<file path="config.mk">
export PLATFORM = sky130hd
export DESIGN_NAME = boron_dec_flat
export DESIGN_NICKNAME = d
export VERILOG_FILES = /design/src/rtl/boron_pkg.sv /design/src/rtl/boron_dec_if.sv /design/src/rtl/boron_dec_round.sv /design/src/rtl/boron_dec.sv /design/src/flat_wrapper.sv
export SDC_FILE = /design/constraint.sdc
export NUM_CORES = 1
export LEC_CHECK = 0
export ABC_CLOCK_PERIOD_IN_PS = 6200
export BUFFER_PORTS_ARGS = -buffer_cell sky130_fd_sc_hd__buf_2
export CAP_MARGIN = 20
export CORE_MARGIN = 4
export CORE_UTILIZATION = 37
export DETAILED_ROUTE_END_ITERATION = 10
export HOLD_SLACK_MARGIN = 0.05
export SLEW_MARGIN = 10
export SYNTH_ARGS = -nofsm -noshare
export SYNTH_HDL_FRONTEND = slang
export SYNTH_HIERARCHICAL = 1
export SYNTH_SLANG_ARGS = --single-unit
export TNS_END_PERCENT = 100
</file>
<file path="constraint.sdc">
create_clock -name clk -period 6.2 [get_ports clk]
set_input_delay 0.93 -clock clk [delete_from_list [all_inputs] [get_ports clk]]
set_output_delay 0.93 -clock clk [all_outputs]
set_load 0.05 [all_outputs]
</file>
<file path="src/rtl/boron_pkg.sv">
// Shared BORON-64/80 definitions: S-box tables, sizes, word rotation amounts,
// FSM state encoding and the forward/inverse 80-bit key schedule step.
package boron_pkg;

    localparam int NR      = 25;
    localparam int BLK_W   = 64;
    localparam int KEY_W   = 80;
    localparam int KEY_ROT = 13;

    // Nibble i of each table lives at bits [4*i +: 4]
    localparam logic [63:0] SBOX     = 64'h6358F02DAC971B4E;
    localparam logic [63:0] SBOX_INV = 64'hB086275C4FD1E93A;

    // Left-rotation amount applied to 16-bit word i (word 0 = bits 15:0)
    localparam int ROT [4] = '{1, 4, 7, 9};

    typedef enum logic [2:0] {
        ST_IDLE,
        ST_KEYEXP,
        ST_WHITEN,
        ST_ROUND,
        ST_DONE
    } state_e;

    function automatic logic [3:0] f_sbox(input logic [3:0] x);
        return SBOX[{x, 2'b00} +: 4];
    endfunction

    function automatic logic [3:0] f_sbox_inv(input logic [3:0] x);
        return SBOX_INV[{x, 2'b00} +: 4];
    endfunction

    function automatic logic [15:0] f_rotr16(input logic [15:0] x, input int n);
        return 16'({x, x} >> n);
    endfunction

    // K <<< 13; S on the low nibble; round constant into K[63:59]
    function automatic logic [KEY_W-1:0] f_key_step(input logic [KEY_W-1:0] k,
                                                    input logic [4:0] rc);
        logic [KEY_W-1:0] t;
        t        = {k[KEY_W-KEY_ROT-1:0], k[KEY_W-1:KEY_W-KEY_ROT]};
        t[3:0]   = f_sbox(t[3:0]);
        t[63:59] = t[63:59] ^ rc;
        return t;
    endfunction

    // Exact inverse of f_key_step for the same rc
    function automatic logic [KEY_W-1:0] f_key_step_inv(input logic [KEY_W-1:0] k,
                                                        input logic [4:0] rc);
        logic [KEY_W-1:0] t;
        t        = k;
        t[63:59] = t[63:59] ^ rc;
        t[3:0]   = f_sbox_inv(t[3:0]);
        return {t[KEY_ROT-1:0], t[KEY_W-1:KEY_ROT]};
    endfunction

endpackage

</file>
<file path="src/rtl/boron_dec_if.sv">
// Request/response bundle of the BORON decryption core.
interface boron_dec_if;
    import boron_pkg::*;

    logic             start;
    logic [BLK_W-1:0] cipher_text;
    logic [KEY_W-1:0] master_key;
    logic             busy;
    logic             done;
    logic [BLK_W-1:0] plain_text;

    modport master (output start, cipher_text, master_key,
                    input  busy, done, plain_text);
    modport slave  (input  start, cipher_text, master_key,
                    output busy, done, plain_text);
endinterface

</file>
<file path="src/rtl/boron_dec_round.sv">
// Combinational inverse BORON round: undo XOR-op, word rotation, byte
// shuffle and S-box layer, then add the round key.
module boron_dec_round
    import boron_pkg::*;
(
    input  logic [BLK_W-1:0] state_in,
    input  logic [BLK_W-1:0] rk,
    output logic [BLK_W-1:0] state_out
);

    logic [15:0]      y [4];
    logic [15:0]      w [4];
    logic [BLK_W-1:0] s;

    // Peel the encryption layers off in reverse order
    always_comb begin
        for (int i = 0; i < 4; i++) y[i] = state_in[16*i +: 16];
        // Forward op was: w0^=w1; w2^=w3; w3^=w0 (sequential)
        w[3] = y[3] ^ y[0];
        w[1] = y[1];
        w[0] = y[0] ^ y[1];
        w[2] = y[2] ^ w[3];
        for (int i = 0; i < 4; i++) w[i] = f_rotr16(w[i], ROT[i]);
        for (int i = 0; i < 4; i++) w[i] = {w[i][7:0], w[i][15:8]};
        for (int i = 0; i < 4; i++) s[16*i +: 16] = w[i];
        for (int j = 0; j < 16; j++) s[4*j +: 4] = f_sbox_inv(s[4*j +: 4]);
        state_out = s ^ rk;
    end

endmodule

</file>
<file path="src/rtl/boron_dec.sv">
// Iterative BORON-64/80 decryption core. Runs the forward key schedule to
// reach the final round key, whitens, then unwinds NR inverse rounds.
// Optional feature macro: BORON_DEC_KEY_CACHE_EN (caches the last master key
// and its final round key so a repeated key skips key expansion).
module boron_dec
    import boron_pkg::*;
(
    input  logic        clk,
    input  logic        rst,
    boron_dec_if.slave  bus
);

    localparam logic [4:0] RC_FIRST = 5'd1;
    localparam logic [4:0] RC_LAST  = 5'(NR);

    state_e           state_q, state_d;
    logic [4:0]       rc_q, rc_d;
    logic [KEY_W-1:0] key_q, key_d;
    logic [BLK_W-1:0] blk_q, blk_d;
    logic [BLK_W-1:0] pt_q, pt_d;
    logic             done_q, done_d;

    logic [KEY_W-1:0] key_fwd;
    logic [KEY_W-1:0] key_inv;
    logic [BLK_W-1:0] round_out;

`ifdef BORON_DEC_KEY_CACHE_EN
    // Full 80-bit final key is kept because the rounds unwind the whole register
    logic [KEY_W-1:0] ck_key_q, ck_key_d;
    logic [KEY_W-1:0] ck_final_q, ck_final_d;
    logic             ck_vld_q, ck_vld_d;
    logic             ck_hit;

    assign ck_hit = ck_vld_q && (bus.master_key == ck_key_q);
`endif

    assign key_fwd = f_key_step(key_q, rc_q);
    assign key_inv = f_key_step_inv(key_q, rc_q);

    boron_dec_round u_round (
        .state_in  (blk_q),
        .rk        (key_inv[BLK_W-1:0]),
        .state_out (round_out)
    );

    assign bus.busy       = (state_q != ST_IDLE);
    assign bus.done       = done_q;
    assign bus.plain_text = pt_q;

    // Next-state, counter, key and data path control
    always_comb begin
        state_d = state_q;
        rc_d    = rc_q;
        key_d   = key_q;
        blk_d   = blk_q;
        pt_d    = pt_q;
        done_d  = 1'b0;
`ifdef BORON_DEC_KEY_CACHE_EN
        ck_key_d   = ck_key_q;
        ck_final_d = ck_final_q;
        ck_vld_d   = ck_vld_q;
`endif
        case (state_q)
            ST_IDLE: begin
                if (bus.start) begin
                    blk_d   = bus.cipher_text;
                    key_d   = bus.master_key;
                    rc_d    = RC_FIRST;
                    state_d = ST_KEYEXP;
`ifdef BORON_DEC_KEY_CACHE_EN
                    if (ck_hit) begin
                        key_d   = ck_final_q;
                        rc_d    = RC_LAST;
                        state_d = ST_WHITEN;
                    end else begin
                        ck_key_d = bus.master_key;
                        ck_vld_d = 1'b0;
                    end
`endif
                end
            end
            ST_KEYEXP: begin
                key_d = key_fwd;
                if (rc_q == RC_LAST) begin
                    // rc stays at NR: the first inverse round undoes that step
                    state_d = ST_WHITEN;
`ifdef BORON_DEC_KEY_CACHE_EN
                    ck_final_d = key_fwd;
                    ck_vld_d   = 1'b1;
`endif
                end else begin
                    rc_d = rc_q + 5'd1;
                end
            end
            ST_WHITEN: begin
                blk_d   = blk_q ^ key_q[BLK_W-1:0];
                state_d = ST_ROUND;
            end
            ST_ROUND: begin
                key_d = key_inv;
                blk_d = round_out;
                rc_d  = rc_q - 5'd1;
                if (rc_q == RC_FIRST) state_d = ST_DONE;
            end
            ST_DONE: begin
                pt_d    = blk_q;
                done_d  = 1'b1;
                state_d = ST_IDLE;
            end
            default: state_d = ST_IDLE;
        endcase
    end

    // State and datapath registers, cleared by asynchronous reset
    always_ff @(posedge clk or negedge rst) begin
        if (!rst) begin
            state_q <= ST_IDLE;
            rc_q    <= '0;
            key_q   <= '0;
            blk_q   <= '0;
            pt_q    <= '0;
            done_q  <= 1'b0;
`ifdef BORON_DEC_KEY_CACHE_EN
            ck_key_q   <= '0;
            ck_final_q <= '0;
            ck_vld_q   <= 1'b0;
`endif
        end else begin
            state_q <= state_d;
            rc_q    <= rc_d;
            key_q   <= key_d;
            blk_q   <= blk_d;
            pt_q    <= pt_d;
            done_q  <= done_d;
`ifdef BORON_DEC_KEY_CACHE_EN
            ck_key_q   <= ck_key_d;
            ck_final_q <= ck_final_d;
            ck_vld_q   <= ck_vld_d;
`endif
        end
    end

endmodule

</file>
<file path="src/flat_wrapper.sv">
// flat-port wrapper written by rule: the top's interface ports become plain ports
module boron_dec_flat import boron_pkg::*;
  (clk, rst, bus_start, bus_cipher_text, bus_master_key, bus_busy, bus_done, bus_plain_text);
  boron_dec_if bus_i ();
  input  logic clk;
  input  logic rst;
  input wire logic [$bits(bus_i.start)-1:0] bus_start;
  input wire logic [$bits(bus_i.cipher_text)-1:0] bus_cipher_text;
  input wire logic [$bits(bus_i.master_key)-1:0] bus_master_key;
  output wire logic [$bits(bus_i.busy)-1:0] bus_busy;
  output wire logic [$bits(bus_i.done)-1:0] bus_done;
  output wire logic [$bits(bus_i.plain_text)-1:0] bus_plain_text;
  assign bus_i.start = bus_start;
  assign bus_i.cipher_text = bus_cipher_text;
  assign bus_i.master_key = bus_master_key;
  assign bus_busy = bus_i.busy;
  assign bus_done = bus_i.done;
  assign bus_plain_text = bus_i.plain_text;
  boron_dec u_core (.clk(clk), .rst(rst), .bus(bus_i));
endmodule
</file>
== Word level (Yosys, flattened, before mapping) ==
Cells that the tools add are included.
Widths: inputs -> output; s select.
Operators by class
  add/sub/neg operators: 2
  equal/unequal tests: 10
  shift-type cells: 18
  mux-type cells: 12
  bitwise operators: 7
  reduce and logical (&&, ||, !) cells: 8
Operator list (count)
  $shiftx 64x7->4 const A: 18
  $pmux 80 s3: 1
  $pmux 64 s3: 1
  $xor 64x64->64: 2
  $mux 80: 1
  $mux 64: 1
  $xor 16x16->16: 3
  $pmux 5 s3: 1
  $pmux 3 s4: 1
  $mux 5: 2
  $xor 5x5->5: 2
  $mux 3: 3
  $reduce_bool 3->1: 3
  $eq 3x2->1 const B: 2
  $reduce_and 3->1: 2
  $add 5x1->5 const B: 1
  $eq 5x1->1 const B: 1
  $eq 5x5->1 const B: 1
  $sub 5x1->5 const B: 1
  $ne 2x1->1 const B: 2
  $ne 2x2->1 const B: 2
  $reduce_and 2->1: 2
  $eq 3x1->1 const B: 1
  $eq 3x3->1 const B: 1
  other kinds (2): 2
Storage, ports and cells
  flip-flop bits (word level): 217
  input bits: 147
  output and inout port bits: 66
  word-level logic and storage cells: 63

== Longest topological paths before layout ==
Gate-level depths: netlist of the first run.
  word-level depth: 5
  gate-level depth with buffers: 12
  depth with buffers taken out: 11

== Hierarchy ==
The synthesis of the first run kept the hierarchy.
Modules (own cells, without submodules)
  boron_dec: instances 1, cells an instance 1398, area each 12325.6 sq um, sequential area each 5430.2 sq um
  boron_dec_round: instances 1, cells an instance 498, area each 3915.0 sq um, sequential area each 0.0 sq um

== Least setup slack after synthesis of the first run ==
OpenSTA, ideal clock, no wires.
  kind: register to register
  start: register u_core.blk_q[3]
  end: register u_core.blk_q[38]
  library setup time: 129 ps
  data arrival time: 2114 ps
  data required time: 6071 ps
  slack: 3957 ps
  cell stages (with the launch flop): 11
  path buffers: 1
  clock period less this slack: 2243 ps
  cells stage by stage: dfrtp_1 > clkbuf_2 > xnor3_1 > inv_1 > ha_1 > o21ai_0 > mux2_2 > xnor2_1 > a221o_1 > o21ai_0 > o22ai_1
Between the ends
  cells in the longest elaborated chain, start to end: 5
Ends and longest elaborated chain
  start, declared: RTL line boron_dec.sv:19  | logic [BLK_W-1:0] blk_q, blk_d;
  start signal, assigned: RTL line boron_dec.sv:132  | blk_q <= blk_d;
  $xor 16x16->16: RTL line boron_dec_round.sv:19  | w[3] = y[3] ^ y[0];
  $xor 16x16->16: RTL line boron_dec_round.sv:22  | w[2] = y[2] ^ w[3];
  $shiftx 64x7->4: RTL line boron_pkg.sv:30  | return SBOX_INV[{x, 2'b00} +: 4];
  $xor 64x64->64: RTL line boron_dec_round.sv:27  | state_out = s ^ rk;
  via u_core.round_out[38]: RTL line boron_dec.sv:25  | logic [BLK_W-1:0] round_out;
  $pmux 64 s3: RTL line boron_dec.sv:63  | case (state_q)
The timed path passes the listed nets, and every way through them passes these cells.
A chain may end at the register's enable or synchronous reset.

== Worst setup path after layout of the first run ==
  start: register u_core.state_q[1]
  end: output port bus_busy
Between the ends
  cells in the longest elaborated chain, start to end: 1
Ends and longest elaborated chain
  start, declared: RTL line boron_dec.sv:16  | state_e state_q, state_d;
  start signal, assigned: RTL line boron_dec.sv:129  | state_q <= state_d;
  $reduce_bool 3->1: RTL line boron_dec.sv:46  | assign bus.busy = (state_q != ST_IDLE);
  end, declared: RTL line flat_wrapper.sv:10  | output wire logic [$bits(bus_i.busy)-1:0] bus_busy;
No other way between the ends.

==> impl_results.md, run 1 <==
- Min-Delay Path Class: primary input to asynchronous set/reset pin
- Slew Limit Headroom: 0.310
- First-pass GRT wire length: around 91000 um
- MaxCap Viol Count: 0
- Setup TNS: 0 ns
- Vias: approximately 15000
- Post-synthesis mux area share: 0.109
- GR Overflow Total: 0
- Synth Register Bits: approximately 220
- Area delta synth->final: 13.2%
- DP Cell Count: ~2600
- Final hold viol count: 0
- Worst path required time: between 5 and 6 ns
- Register area share after synthesis: 0.334
- First-pass iteration count of the detailed router: 5
- Vias in the first global route: between 10000 and 15000
- Netlist cell types: a little under 70
- Share of cells above drive strength 1: 0.148
- CP endpoint kind: output pin
- Simple-gate share of the synthesized area: 0.0979
- GRT Total Usage: 0.251
- Post-CTS setup buffer count: 0
- Largest family of logic cells by synthesized area: compound AO/OA/AOI/OAI gates
- DRC viols: 0
- Fin nets: roughly 2200
- CTS H-tree lvls: 1
- Post-synth top area cell: dfrtp_1
- Io pins: around 210
- Reg clk slew, reported paths: approximately 0.06 ns
- # setup viols final: 0
- Die H: 218 um
- Post-synth EDFFs: 0
- RSZ-0062 raised after global routing: no
- Vias per inst: between 5 and 6
- Antenna violations before repair: 0
- Worst-margin pin slew: ~1.0 ns
- WL per Instance: 23.4 um
- Net Count, Synth: around 2100
- ANT nets after route: 0
- Clk_lat worst skew: between 0.5 and 0.6 ns
- Clock skew: 0.0185 ns
- Setup crit start kind: register
- 1st-iter DRT viols: about 1800
- Dpl hpwl: approximately 44000 um
- Post-CTS Hold Fix Bufs: 0
- Die ar.: ~0.047 mm^2
- CTS tree: built
- WP data arrival: about 2.4 ns
- Final Cycle Share: 0.540
- Synth Area per Inst: 8.57 um^2
- Ys async rst share: 1.00
- Cell Rows: 76
- Clock period minus worst slack: between 3 and 4 ns
- Ys flop type: dfrtp_1
- Fillers: roughly 4300
- Post-CTS Resized: 0
- Yosys warning total: 6
- Mapped cell area: ~0.016 mm^2
- Chip width: approximately 220 um
- Total routed wirelength: between 60000 and 70000 um
- Storage cell area: 0.00544 mm^2
- GPL Wtd Cong: around 0.94
- Buffers on Ports: between 200 and 250
- Xor and xnor area share after synthesis: 0.104
- Non-Filler Instances: roughly 2600
- Synth Area in Compound Gates: 0.230
- Crit Path Class: register to output pin
- Adder-Cell Fraction of Synth Area: 0.0484
- Core box area: 0.0433 mm^2
- Multi-input logic area: 0.00961 mm^2
- TritonCTS Sinks: approximately 220
- Status: completed
- CTS buffer count: 27
- Largest net degree at the start of global routing: 119
- Clock root buffer: clkbuf_16
- Max Clk Rate: about 300 MHz
- Syn Inst Count: 1896
- Starting density of the core: 0.375
- Ranking of synthesized cells by area: dfrtp_1, mux2i_1, a21oi_1
- CTS max path bufs: 3
- Ant. Diodes: 0
- Top-area cell type share of the netlist area: 0.334
- Final Max Slew Viols: 0
- CP max FO: ~70
-- cells in the mapped netlist (23+ instances only) --
| cell | count |
|---|---|
| dfrtp_1 | 217 |
| nand2_1 | 196 |
| a21oi_1 | 157 |
| inv_1 | 145 |
| o21ai_0 | 143 |
| nor2_1 | 123 |
| o21ai_1 | 115 |
| mux2i_1 | 86 |
| xnor2_1 | 85 |
| mux2_1 | 64 |
| o22ai_1 | 63 |
| ha_1 | 62 |
| buf_2 | 56 |
| clkbuf_1 | 54 |
| xor2_1 | 47 |
| o311ai_0 | 33 |
| a211oi_1 | 23 |
-- metal layers --
metal | global-route usage | vias up | share of wire
met2 | 0.374 | 675 | 0.43
met5 | 0 | - | 0
li1 | - | 6926 | -
met1 | 0.359 | 7231 | 0.44
met3 | 0.0521 | 109 | 0.086
met4 | 0.0895 | 0 | 0.042
-- sequential cells by signal, indices dropped and copies added, names as in the netlist --
signal	flops
u_core/key_q	80
u_core/blk_q	64
u_core/bus.plain_text	64
u_core/rc_q	5
u_core/state_q	3
u_core/bus.done	1
-- critical path: stages (launching register included) --
cell and delay [ns]:
dfrtp_4 1.03, inv_2 0.31, nand3_1 0.21, buf_2 0.28
-- stage by stage --
step           setup WS (ns)  cell area, um^2  hold WS, ns   util
2_1_floorplan           3.96            16200        0.476      -
3_3_place_gp            3.14            17500        0.462  0.405
3_5_place_dp            3.09            17500        0.469  0.406
4_1_cts                 2.84            18400        0.483  0.425
5_1_grt                 2.76            18400        0.503  0.425
6_report                2.85            18400        0.468  0.425
-- logic make-up (layout without fill, tap and decap cells) --
group | after synthesis | in the layout
AO/OA/AOI/OAI | 630 | 630
AND/OR/NAND/NOR | 383 | 383
buffers and inverters | 287 | 425
flip-flops | 217 | 217
multiplexers | 160 | 160
XOR/XNOR | 156 | 156
adder cells (fa/ha/maj) | 63 | 63
-- cells in the final DEF, fill, tap and decap left out, types with 9 or more instances in the layout --
cell type,count
clkbuf_16,27
dfrtp_1,214
buf_4,14
mux2i_1,86
xor2_1,47
o311ai_1,14
a221o_1,11
inv_1,145
a21oi_1,157
o21ai_0,143
nor2_1,123
xor3_1,12
and3_1,9
a211oi_1,23
o311ai_0,33
a31oi_1,19
buf_2,211
o21ai_1,115
nand3_1,14
o22ai_1,63
nand2_1,195
mux2_1,64
ha_1,62
o211ai_1,12
xnor2_1,85
-- worst paths after layout --
check | slack (ns) | start | endpoint | cells past startpoint
max | 2.85 | u_core/state_q[1]$_DFFE_PN0P_ | bus_busy | 3
max in group asynchronous | 4.57 | rst | u_core/bus.plain_text[6]$_DFFE_PN0P_ | 2
max reg2reg | 3.00 | u_core/state_q[1]$_DFFE_PN0P_ | u_core/key_q[46]$_DFFE_PN0P_ | 5
min reg2reg | 0.47 | u_core/bus.plain_text[44]$_DFFE_PN0P_ | u_core/bus.plain_text[44]$_DFFE_PN0P_ | 1
min in group clk | 0.47 | u_core/bus.plain_text[44]$_DFFE_PN0P_ | u_core/bus.plain_text[44]$_DFFE_PN0P_ | 1
min | 0.47 | rst | u_core/key_q[43]$_DFFE_PN0P_ | 1
-- layout make-up --
class                           instances  share of cell area
Clock buffer                           36              0.0391
Clock inverter                         12             0.00633
Inverter                              149              0.0304
Multi-Input combinational cell       1392               0.523
Sequential cell                       217               0.296
Tap cell                              585              0.0398
Timing Repair Buffer                  228              0.0657
Power of run 1 is left out: the tool's default activity adds up to more than one toggle a clock period on the data nets, which glitch-free logic cannot reach.
==> run 2: changes to the inputs <==
--- a/config.mk
+++ b/config.mk
@@ -5,7 +5,7 @@
 export SDC_FILE = /design/constraint.sdc
 export NUM_CORES = 1
 export LEC_CHECK = 0
-export ABC_CLOCK_PERIOD_IN_PS = 6200
+export ABC_CLOCK_PERIOD_IN_PS = 3100
 export BUFFER_PORTS_ARGS = -buffer_cell sky130_fd_sc_hd__buf_2
 export CAP_MARGIN = 20
 export CORE_MARGIN = 4
==> constraint.sdc (replaced) <==
create_clock -name clk -period 3.1 [get_ports clk]
set_input_delay 0.465 -clock clk [delete_from_list [all_inputs] [get_ports clk]]
set_output_delay 0.465 -clock clk [all_outputs]
set_load 0.05 [all_outputs]
==> run 2 against run 1 <==
Net effect:
- final cell count grew 1.4%
- worst setup slack got worse by 2.5 ns
- hold slack got worse by 0.29 ns
- largest cell class unchanged
- critical path type unchanged
- sequential share of layout area shrank 0.85 points
==> impl_results.md, run 2 (synthesis gave the netlist of run 1 again) <==
- Status: completed
- ANT nets after route: 0 (unchanged)
- Crit path capture: bus_busy
- Top reg by flops: u_core/key_q
- WL per Instance: 23.8 um (+1.7%)
- Setup TNS: 0 ns (unchanged)
- Area delta synth->final: 16.6%
- Worst R2R End: u_core/blk_q[47]$_DFFE_PN0P_
- TritonCTS Sinks: 217 (unchanged)
- Worst path required time: 2.63 ns (-2.64 ns)
- Area after DPL: 0.0179 mm^2 (+2.1%)
- Max Clk Rate: about 370 MHz
- Critical Path Source: u_core/state_q[1]$_DFFE_PN0P_
- Reg clk slew, reported paths: 0.06 ns (about the same)
- R2r worst-path depth: 9 (+4)
- Die H: 218 um (unchanged)
- GRT Total Usage: 0.259 (+0.00825)
- DRC viols: 0 (unchanged)
- Final Max Slew Viols: 0 (unchanged)
- Io pins: 213 (unchanged)
- Setup crit start kind: register
- Final hold viol count: 0 (unchanged)
- Vias: 15100 (+1.2%)
- Worst-margin pin slew: 0.776 ns (-0.259 ns)
- Min-Delay Path Class: primary input to register
- Most common cell after layout, fill and taps aside: dfrtp_1
- MaxCap Viol Count: 0 (unchanged)
- CTS max path bufs: 3 (unchanged)
- Cell Rows: 76 (unchanged)
- Antenna violations before repair: 1 (+1)
- First-pass iteration count of the detailed router: 6 (+1)
- Largest net degree at the start of global routing: 106 (-11%)
- Vias in the first global route: 14400 (+2.5%)
- Buffers on Ports: 212 (unchanged)
- Max reg flops: 80 (unchanged)
- Clock skew: 0.0117 ns (-0.00677 ns)
- Worst reg-to-reg setup slack: 0.51 ns (-2.49 ns)
- Vias per inst: 5.69 (-0.18%)
- 1st-iter DRT viols: 1774 (+0.62%)
- CP max FO: 39 (-46%)
- Clock root buffer: clkbuf_16
- Clock period minus worst slack: between 2 and 3 ns
- Share of cells above drive strength 1: 0.164 (+0.0153)
- Crit Path Class: register to output pin
- RSZ-0062 raised after global routing: no
- First-pass GRT wire length: 93200 um (+2.8%)
- Chip width: 218 um (unchanged)
- Starting density of the core: 0.375 (unchanged)
- Slew Limit Headroom: 0.481 (+0.171)
- # setup viols final: 0 (unchanged)
- WP data arrival: 2.23 ns (-0.19 ns)
- Finished Core Util: 0.438 (+0.0126)
- Fillers: 4266 (-0.93%)
- CP endpoint kind: output pin
- CTS buffer count: 27 (unchanged)
- GPL Wtd Cong: 0.952 (+0.90%)
- Core box area: 0.0433 mm^2 (unchanged)
- Commonest cells after routing, fill and taps aside: dfrtp_1, buf_2, nand2_1
- Dpl hpwl: 46200 um (+5.1%)
- Worst flop-to-flop path startpoint: u_core/blk_q[61]$_DFFE_PN0P_
- Total routed wirelength: 63100 um (+3.1%)
- GR Overflow Total: 0 (unchanged)
- Clk_lat worst skew: 0.56 ns (about the same)
- Fin nets: 2260 (+1.6%)
- Post-CTS setup buffer count: 0 (unchanged)
- CTS tree: built
- Ant. Diodes: 0 (unchanged)
- CTS H-tree lvls: 1 (unchanged)
- Final Cycle Share: 0.870
- Die ar.: 0.0473 mm^2 (unchanged)
- Finished Cell Area: 0.0189 mm^2 (+3.0%)
==> run 2: layer usage <==
| metal | GRT usage | vias to the layer above | share of wire |
|---|---|---|---|
| li1 | - | 6994 | - |
| met1 | 0.365 | 7235 | 0.42 |
| met2 | 0.388 | 775 | 0.43 |
| met3 | 0.0612 | 115 | 0.10 |
| met4 | 0.0948 | 0 | 0.043 |
| met5 | 0 | - | 0 |
==> run 2: repair_timing <==
item | CTS | global route
hold buffers | 1 | 0
endpoints found under the hold margin | 67 | 0
gates resized for setup | 0 | 0
==> run 2: worst min path at each step <==
stage | start | end | slack [ns] | depth (start not counted)
2_1_floorplan | rst | u_core/blk_q[0]$_DFFE_PN0P_ | 0.17 | 0
3_3_place_gp | u_core/bus.plain_text[19]$_DFFE_PN0P_ | u_core/bus.plain_text[19]$_DFFE_PN0P_ | 0.46 | 1
3_5_place_dp | u_core/bus.plain_text[25]$_DFFE_PN0P_ | u_core/bus.plain_text[25]$_DFFE_PN0P_ | 0.47 | 1
4_1_cts | bus_master_key[77] | u_core/key_q[77]$_DFFE_PN0P_ | 0.17 | 3
5_1_grt | bus_master_key[23] | u_core/key_q[23]$_DFFE_PN0P_ | 0.18 | 3
6_report | bus_master_key[65] | u_core/key_q[65]$_DFFE_PN0P_ | 0.18 | 3
==> run 2: cell type report <==
cell class | count | area (um^2) | area share
clock inverter | 12 | 240 | 0.0127
tap | 585 | 732 | 0.0387
multi-input combinational | 1392 | 9610 | 0.508
clock buffer | 36 | 739 | 0.0391
timing repair buffer | 264 | 1610 | 0.0850
sequential | 217 | 5440 | 0.287
inverter | 149 | 559 | 0.0295
==> run 2: per-stage QoR <==
stage,setup slack (ns),hold slack [ns],instances
4_1_cts,0.393,0.166,2654
3_3_place_gp,0.529,0.465,2605
5_1_grt,0.275,0.179,2655
6_report,0.403,0.181,2655
3_5_place_dp,0.527,0.469,2605
2_1_floorplan,0.857,0.169,1896
==> run 2: worst max-delay path, stage by stage, from the launching register on <==
cell and delay (ns):
dfrtp_4 0.44, buf_4 0.50, inv_2 0.25, nand3_1 0.20, buf_2 0.28
Power of run 2 is left out for the same reason.
